[src/rtl/prt_frame_writer.sv]
// Ingress writer in front of the packet reference table. It claims a slot for each frame,
// streams the bytes into that slot, and queues a {slot, length} descriptor for the classifier.
module prt_frame_writer #(
  parameter int DATA_WIDTH = 8,
  parameter int NUM_SLOTS  = 10,
  parameter int MAX_FRAME  = 1518,
  parameter int DESC_DEPTH = 4,
  localparam int SW = $clog2(NUM_SLOTS),
  localparam int LW = $clog2(MAX_FRAME + 1)
) (
  input  logic                  CLK,
  input  logic                  RST_N,
  input  logic                  s_valid,
  output logic                  s_ready,
  input  logic [DATA_WIDTH-1:0] s_data,
  input  logic                  s_last,
  input  logic                  prt_slot_free,
  output logic                  prt_start_en,
  input  logic                  prt_start_rdy,
  input  logic [SW-1:0]         prt_start_slot,
  output logic                  prt_write_en,
  input  logic                  prt_write_rdy,
  output logic [DATA_WIDTH-1:0] prt_write_data,
  output logic                  prt_finish_en,
  input  logic                  prt_finish_rdy,
  output logic                  prt_inval_en,
  input  logic                  prt_inval_rdy,
  output logic [SW-1:0]         prt_inval_slot,
  output logic                  d_valid,
  input  logic                  d_ready,
  output logic [SW-1:0]         d_slot,
  output logic [LW-1:0]         d_len,
  output logic [15:0]           drop_count
);
  // Handshakes: an item moves on a rising CLK edge where valid and ready are both 1.
  // Each PRT *_en strobe is raised only while its *_rdy is 1, so every strobe is a transfer.

  localparam int AW = $clog2(DESC_DEPTH);
  localparam int DDW = SW + LW;

  typedef enum logic [2:0] {IDLE, ALLOC, WRITE, FINISH, ABT_FIN, ABT_INV, DISCARD} state_t;
  state_t state_q, state_d;

  logic [LW-1:0]  len_q, len_inc;
  logic [SW-1:0]  slot_q;
  logic [15:0]    drop_q;
  logic [AW:0]    wr_ptr_q, rd_ptr_q;
  logic [DDW-1:0] mem_q [DESC_DEPTH];
  logic           fifo_empty, fifo_full, push, pop, byte_acc, start_ok;

  assign len_inc    = len_q + LW'(1);
  assign fifo_empty = (wr_ptr_q == rd_ptr_q);
  assign fifo_full  = (wr_ptr_q[AW] != rd_ptr_q[AW]) && (wr_ptr_q[AW-1:0] == rd_ptr_q[AW-1:0]);
  assign start_ok   = s_valid && prt_slot_free && prt_start_rdy && !fifo_full;
  assign byte_acc   = (state_q == WRITE) && s_valid && prt_write_rdy;
  assign push       = (state_q == FINISH) && prt_finish_rdy;
  assign pop        = !fifo_empty && d_ready;

  always_ff @(posedge CLK or negedge RST_N) begin
    if (!RST_N) state_q <= IDLE;
    else        state_q <= state_d;
  end

  always_comb begin
    state_d = state_q;
    case (state_q)
      IDLE:    if (start_ok) state_d = ALLOC;
      ALLOC:   state_d = WRITE;
      WRITE: begin
        // The abort fires on the byte that reaches MAX_FRAME without s_last,
        // so a frame of exactly MAX_FRAME bytes still closes normally.
        if (byte_acc) begin
          if (s_last)                           state_d = FINISH;
          else if (len_inc == LW'(MAX_FRAME))   state_d = ABT_FIN;
        end
      end
      FINISH:  if (prt_finish_rdy) state_d = IDLE;
      ABT_FIN: if (prt_finish_rdy) state_d = ABT_INV;
      ABT_INV: if (prt_inval_rdy)  state_d = DISCARD;
      DISCARD: if (s_valid && s_last) state_d = IDLE;
      default: state_d = IDLE;
    endcase
  end

  always_comb begin
    s_ready        = 1'b0;
    prt_start_en   = 1'b0;
    prt_write_en   = 1'b0;
    prt_write_data = '0;
    prt_finish_en  = 1'b0;
    prt_inval_en   = 1'b0;
    case (state_q)
      // Gated by RST_N so that no enable can leak out while reset is held.
      IDLE:    prt_start_en = RST_N && start_ok;
      WRITE: begin
        s_ready        = prt_write_rdy;
        prt_write_en   = s_valid && prt_write_rdy;
        prt_write_data = s_data;
      end
      FINISH:  prt_finish_en = prt_finish_rdy;
      ABT_FIN: prt_finish_en = prt_finish_rdy;
      ABT_INV: prt_inval_en  = prt_inval_rdy;
      DISCARD: s_ready = 1'b1;
      default: ;
    endcase
  end

  always_ff @(posedge CLK or negedge RST_N) begin
    if (!RST_N) begin
      len_q  <= '0;
      slot_q <= '0;
      drop_q <= '0;
    end else begin
      if (state_q == ALLOC) begin
        slot_q <= prt_start_slot;
        len_q  <= '0;
      end else if (byte_acc) begin
        len_q <= len_inc;
      end
      if (state_q == ABT_INV && prt_inval_rdy && drop_q != 16'hFFFF) drop_q <= drop_q + 16'd1;
    end
  end

  always_ff @(posedge CLK or negedge RST_N) begin
    if (!RST_N) begin
      wr_ptr_q <= '0;
      rd_ptr_q <= '0;
      for (int i = 0; i < DESC_DEPTH; i++) mem_q[i] <= '0;
    end else begin
      if (push) begin
        mem_q[wr_ptr_q[AW-1:0]] <= {slot_q, len_q};
        wr_ptr_q <= wr_ptr_q + (AW+1)'(1);
      end
      if (pop) rd_ptr_q <= rd_ptr_q + (AW+1)'(1);
    end
  end

  assign prt_inval_slot = slot_q;
  assign drop_count     = drop_q;
  assign d_valid        = !fifo_empty;
  assign d_slot         = mem_q[rd_ptr_q[AW-1:0]][DDW-1:LW];
  assign d_len          = mem_q[rd_ptr_q[AW-1:0]][LW-1:0];

endmodule

[config.mk]
export PLATFORM = sky130hd
export DESIGN_NAME = prt_frame_writer
export DESIGN_NICKNAME = d
export VERILOG_FILES = /design/src/rtl/prt_frame_writer.sv
export SDC_FILE = /design/constraint.sdc
export NUM_CORES = 1
export LEC_CHECK = 0
export CAP_MARGIN = 20
export CORE_UTILIZATION = 59
export CTS_BUF_LIST = sky130_fd_sc_hd__clkbuf_4
export CTS_CLUSTER_DIAMETER = 40
export CTS_CLUSTER_SIZE = 10
export DETAILED_ROUTE_END_ITERATION = 10
export DONT_BUFFER_PORTS = 1
export GPL_ROUTABILITY_DRIVEN = 0
export PLACE_DENSITY = 0.86
export SLEW_MARGIN = 20
export SYNTH_ARGS = -nofsm -noshare
export SYNTH_HDL_FRONTEND = slang
export SYNTH_SLANG_ARGS = --single-unit
[constraint.sdc]
create_clock -name CLK -period 2.4 [get_ports CLK]
set_clock_uncertainty 0.1 [all_clocks]
set_input_delay 0.48 -clock CLK [delete_from_list [all_inputs] [get_ports CLK]]
set_output_delay 0.48 -clock CLK [all_outputs]
set_load 0.03 [all_outputs]
==> summary.md <==
| Metric | Value |
|---|---|
| Die width | 92.63 um |
| Top Family by Delay on Critical Path | flip-flops |
| DIE HEIGHT | 92.63 um |
| Register area share after synthesis | 51.64% |
| Post-synth ARST share | 100.0% |
| Final net count | 423 |
| Critical Path Max Stage Delay | 0.46 ns |
| CTS clk-pin slew, worst paths | 0.15 ns |
| Hold crit path type | in -> async |
| Area post-placement | 4981 um^2 |
| Design area | 5122 um^2 |
| Clock H-tree levels | 3 |
| Maximum clock insertion buffer count | 2 |
| Worst slew margin | 62.89% |
| WS Path Type | reg -> out |
| FF+latch count, synth | 100 |
| Ys Warns | 0 |
| Clock sinks | 100 |
| Layout fillers | 607 |
| Crit path capture type | output port |
| Layout cells sized above 1 | 33.59% |
| Initial core utilization | 61.75% |
| Detailed Route WL | 9.474 mm |
| First-pass GRT wire length | 15.47 mm |
| CTS tree | done |
| Critical Path Fanout Max | 4 |
| Root buf cell | clkbuf_4 |
| Avg Cell Area, Syn | 12.55 um^2 |
| Tot GR Track Use | 23.47% |
| Most numerous cell on the critical path | buf_4 |
| Max-cap violations | 0 |
| Area Overhead vs Synth | 5.706% |
| Core Area | 7848 um^2 |
| Hold Vio Cnt, Final | 100 |
| PwrDens | 971.2 nW/um^2 |
| IO buf count | 0 |
| Worst path bufs/invs | 2 |
| DR pass1 iterations | 5 |
| Status | complete, but fails checks |
| Critical R2R Launch | state_q[2]$_DFFE_PN0P_ |
| Die area | 8579 um^2 |
| Syn Nets | 416 |
| Required time of the critical path | 1.82 ns |
| Leakage power | 2.328 nW |
| # rows | 32 |
| Fmax | 433.0 MHz |
| Worst Setup SP | rd_ptr_q[0]$_DFFE_PN0P_ |
| Min Tclk post-route | 2.309 ns |
| VDD IR-drop max | 0.0007281 V |
| Setup TNS | 0 ns |
| Vias in the first global route | 3130 |
| WP data arrival | 1.73 ns |
| Initial antenna violation count | 0 |
| Post-layout util | 65.27% |
| Overall Power | 4.975 mW |
| I/O Pins | 71 |
| Total grt overflow | 0 |
| Dpl hpwl | 6.369 mm |
| Worst Setup Start Kind | flop |
| Pin count of the biggest net entering global routing | 102 |
| EDFF count, synth | 0 |
| Number of inserted diodes | 0 |
| Via Count | 3106 |
| Synth unique cells | 51 |
| Remaining antenna violation count | 0 |
| Failing checks | negative hold slack |
| RSZ-0062 raised after global routing | false |
| Detailed Route Iter0 Violations | 184 |
| Worst skew pair latency | 0.44 ns |
| CP max stage cell | dfrtp_2 |
| Crit-path cells | buf_4 -> xnor2_1 -> a31oi_1 -> and3_1 -> buf_4 |
| Gate count of the mapped netlist | 386 |
| Worst slew pin tran | 0.5546 ns |
| Vias per cell | 6.237 |
| Final setup vio count | 0 |
| Final Max Slew Viols | 0 |
| Hold_ws | -0.3870 ns |
| DRC | 0 |
| WL/cell | 19.02 um |
| Period utilization | 96.23% |
| CTS Buf Count | 9 |
| Mapped Area | 4846 um^2 |
| Primary FF master, synth | dfrtp_1 |
[Yosys cell counts, drive strengths merged (8+ instances only)]
| cell type | number | area share, % |
|---|---|---|
| mux4 | 15 | 7.0 |
| mux2 | 63 | 15 |
| nand2 | 23 | 2.0 |
| ha | 8 | 2.1 |
| nor2 | 15 | 1.2 |
| buf | 16 | 1.9 |
| o21ai | 22 | 2.3 |
| nand3 | 9 | 1.0 |
| xnor2 | 17 | 3.1 |
| nand4 | 10 | 1.4 |
| dfrtp | 100 | 52 |
| and2 | 11 | 1.4 |
[per-layer routing]
metal / share of wire [%] / vias to the layer above / wire, um / track usage, %
met1: 43 / 1600 / 4039 / 29.70
met4: 1.2 / 0 / 114 / 7.564
li1: - / 1408 / - / -
met5: 0 / - / 0 / 0
met3: 4.8 / 14 / 457 / 5.090
met2: 51 / 84 / 4862 / 40.37
[where the power goes]
| group | leakage (nW) | switching, mW | internal (mW) | total, mW |
|---|---|---|---|---|
| Combinational | 0.946 | 1.02 | 0.788 | 1.80 |
| Clock | 0.0558 | 0.545 | 0.209 | 0.755 |
| Sequential | 1.33 | 0.401 | 2.02 | 2.42 |
| Total | 2.33 | 1.96 | 3.01 | 4.97 |
[timing repair]
item / CTS / global route
gates resized for setup: 2 / 10
hold endpoints to repair: 100 / 100
setup endpoints to repair: 22 / 9
setup buffers: 2 / 0
[state kept, by name, indices dropped and copies added (netlist names)]
name	count
drop_count	16
wr_ptr_q	3
prt_inval_slot	4
rd_ptr_q	3
state_q	3
mem_q	60
len_q	11
[worst paths after layout]
| check | endpoint | slack (ns) | cells past startpoint |
|---|---|---|---|
| max in group asynchronous | wr_ptr_q[0]$_DFFE_PN0P_ | 2.47 | 0 |
| worst min-delay path | mem_q[11]$_DFFE_PN0P_ | -0.39 | 0 |
| min in group CLK | prt_inval_slot[1]$_DFFE_PN0N_ | 0.07 | 1 |
| worst max register to register | drop_count[13]$_DFFE_PN0P_ | 0.31 | 5 |
| worst max-delay path | prt_start_en | 0.09 | 5 |
| worst min register to register | mem_q[16]$_DFFE_PN0P_ | 0.40 | 2 |
[layout by cell type (no fill, tap or decap), drive strengths merged, types with 4 or more instances in the layout]
cell type	n
a31oi	4
buf	18
nand2b	6
mux4	15
nand2	23
xnor2	17
o21ai	22
clkbuf	9
and2	11
nand3	9
nor3	7
xor2	4
nand4	10
ha	8
dfrtp	100
inv	8
a21oi	7
nor2	15
mux2	63
[per-stage QoR]
step | std cells | worst slack [ns]
2_1_floorplan | 386 | 0.3022
4_1_cts | 498 | 0.05232
6_report | 498 | 0.09056
3_3_place_gp | 482 | 0.3632
5_1_grt | 498 | 0.008684
3_5_place_dp | 482 | 0.3099
[cells by family (layout without fill, tap and decap cells)]
family,after synthesis,after routing,synth area share (%)
adder cells (fa/ha/maj),8,8,2.066
XOR/XNOR,21,21,3.795
buffers and inverters,30,40,2.944
AO/OA/AOI/OAI,49,49,6.378
flip-flops,100,100,51.64
multiplexers,78,78,21.61
AND/OR/NAND/NOR,100,100,11.57
[final cells by class]
cell class	instances	area (um^2)	area share (%)
sequential	100	2506	48.93
multi-input combinational	256	2216	43.26
timing repair buffer	18	135.1	2.638
tap	102	127.6	2.491
clock buffer	9	67.56	1.319
clock inverter	5	40.04	0.7816
inverter	8	30.03	0.5862
Power figures use the tool's default switching activity.
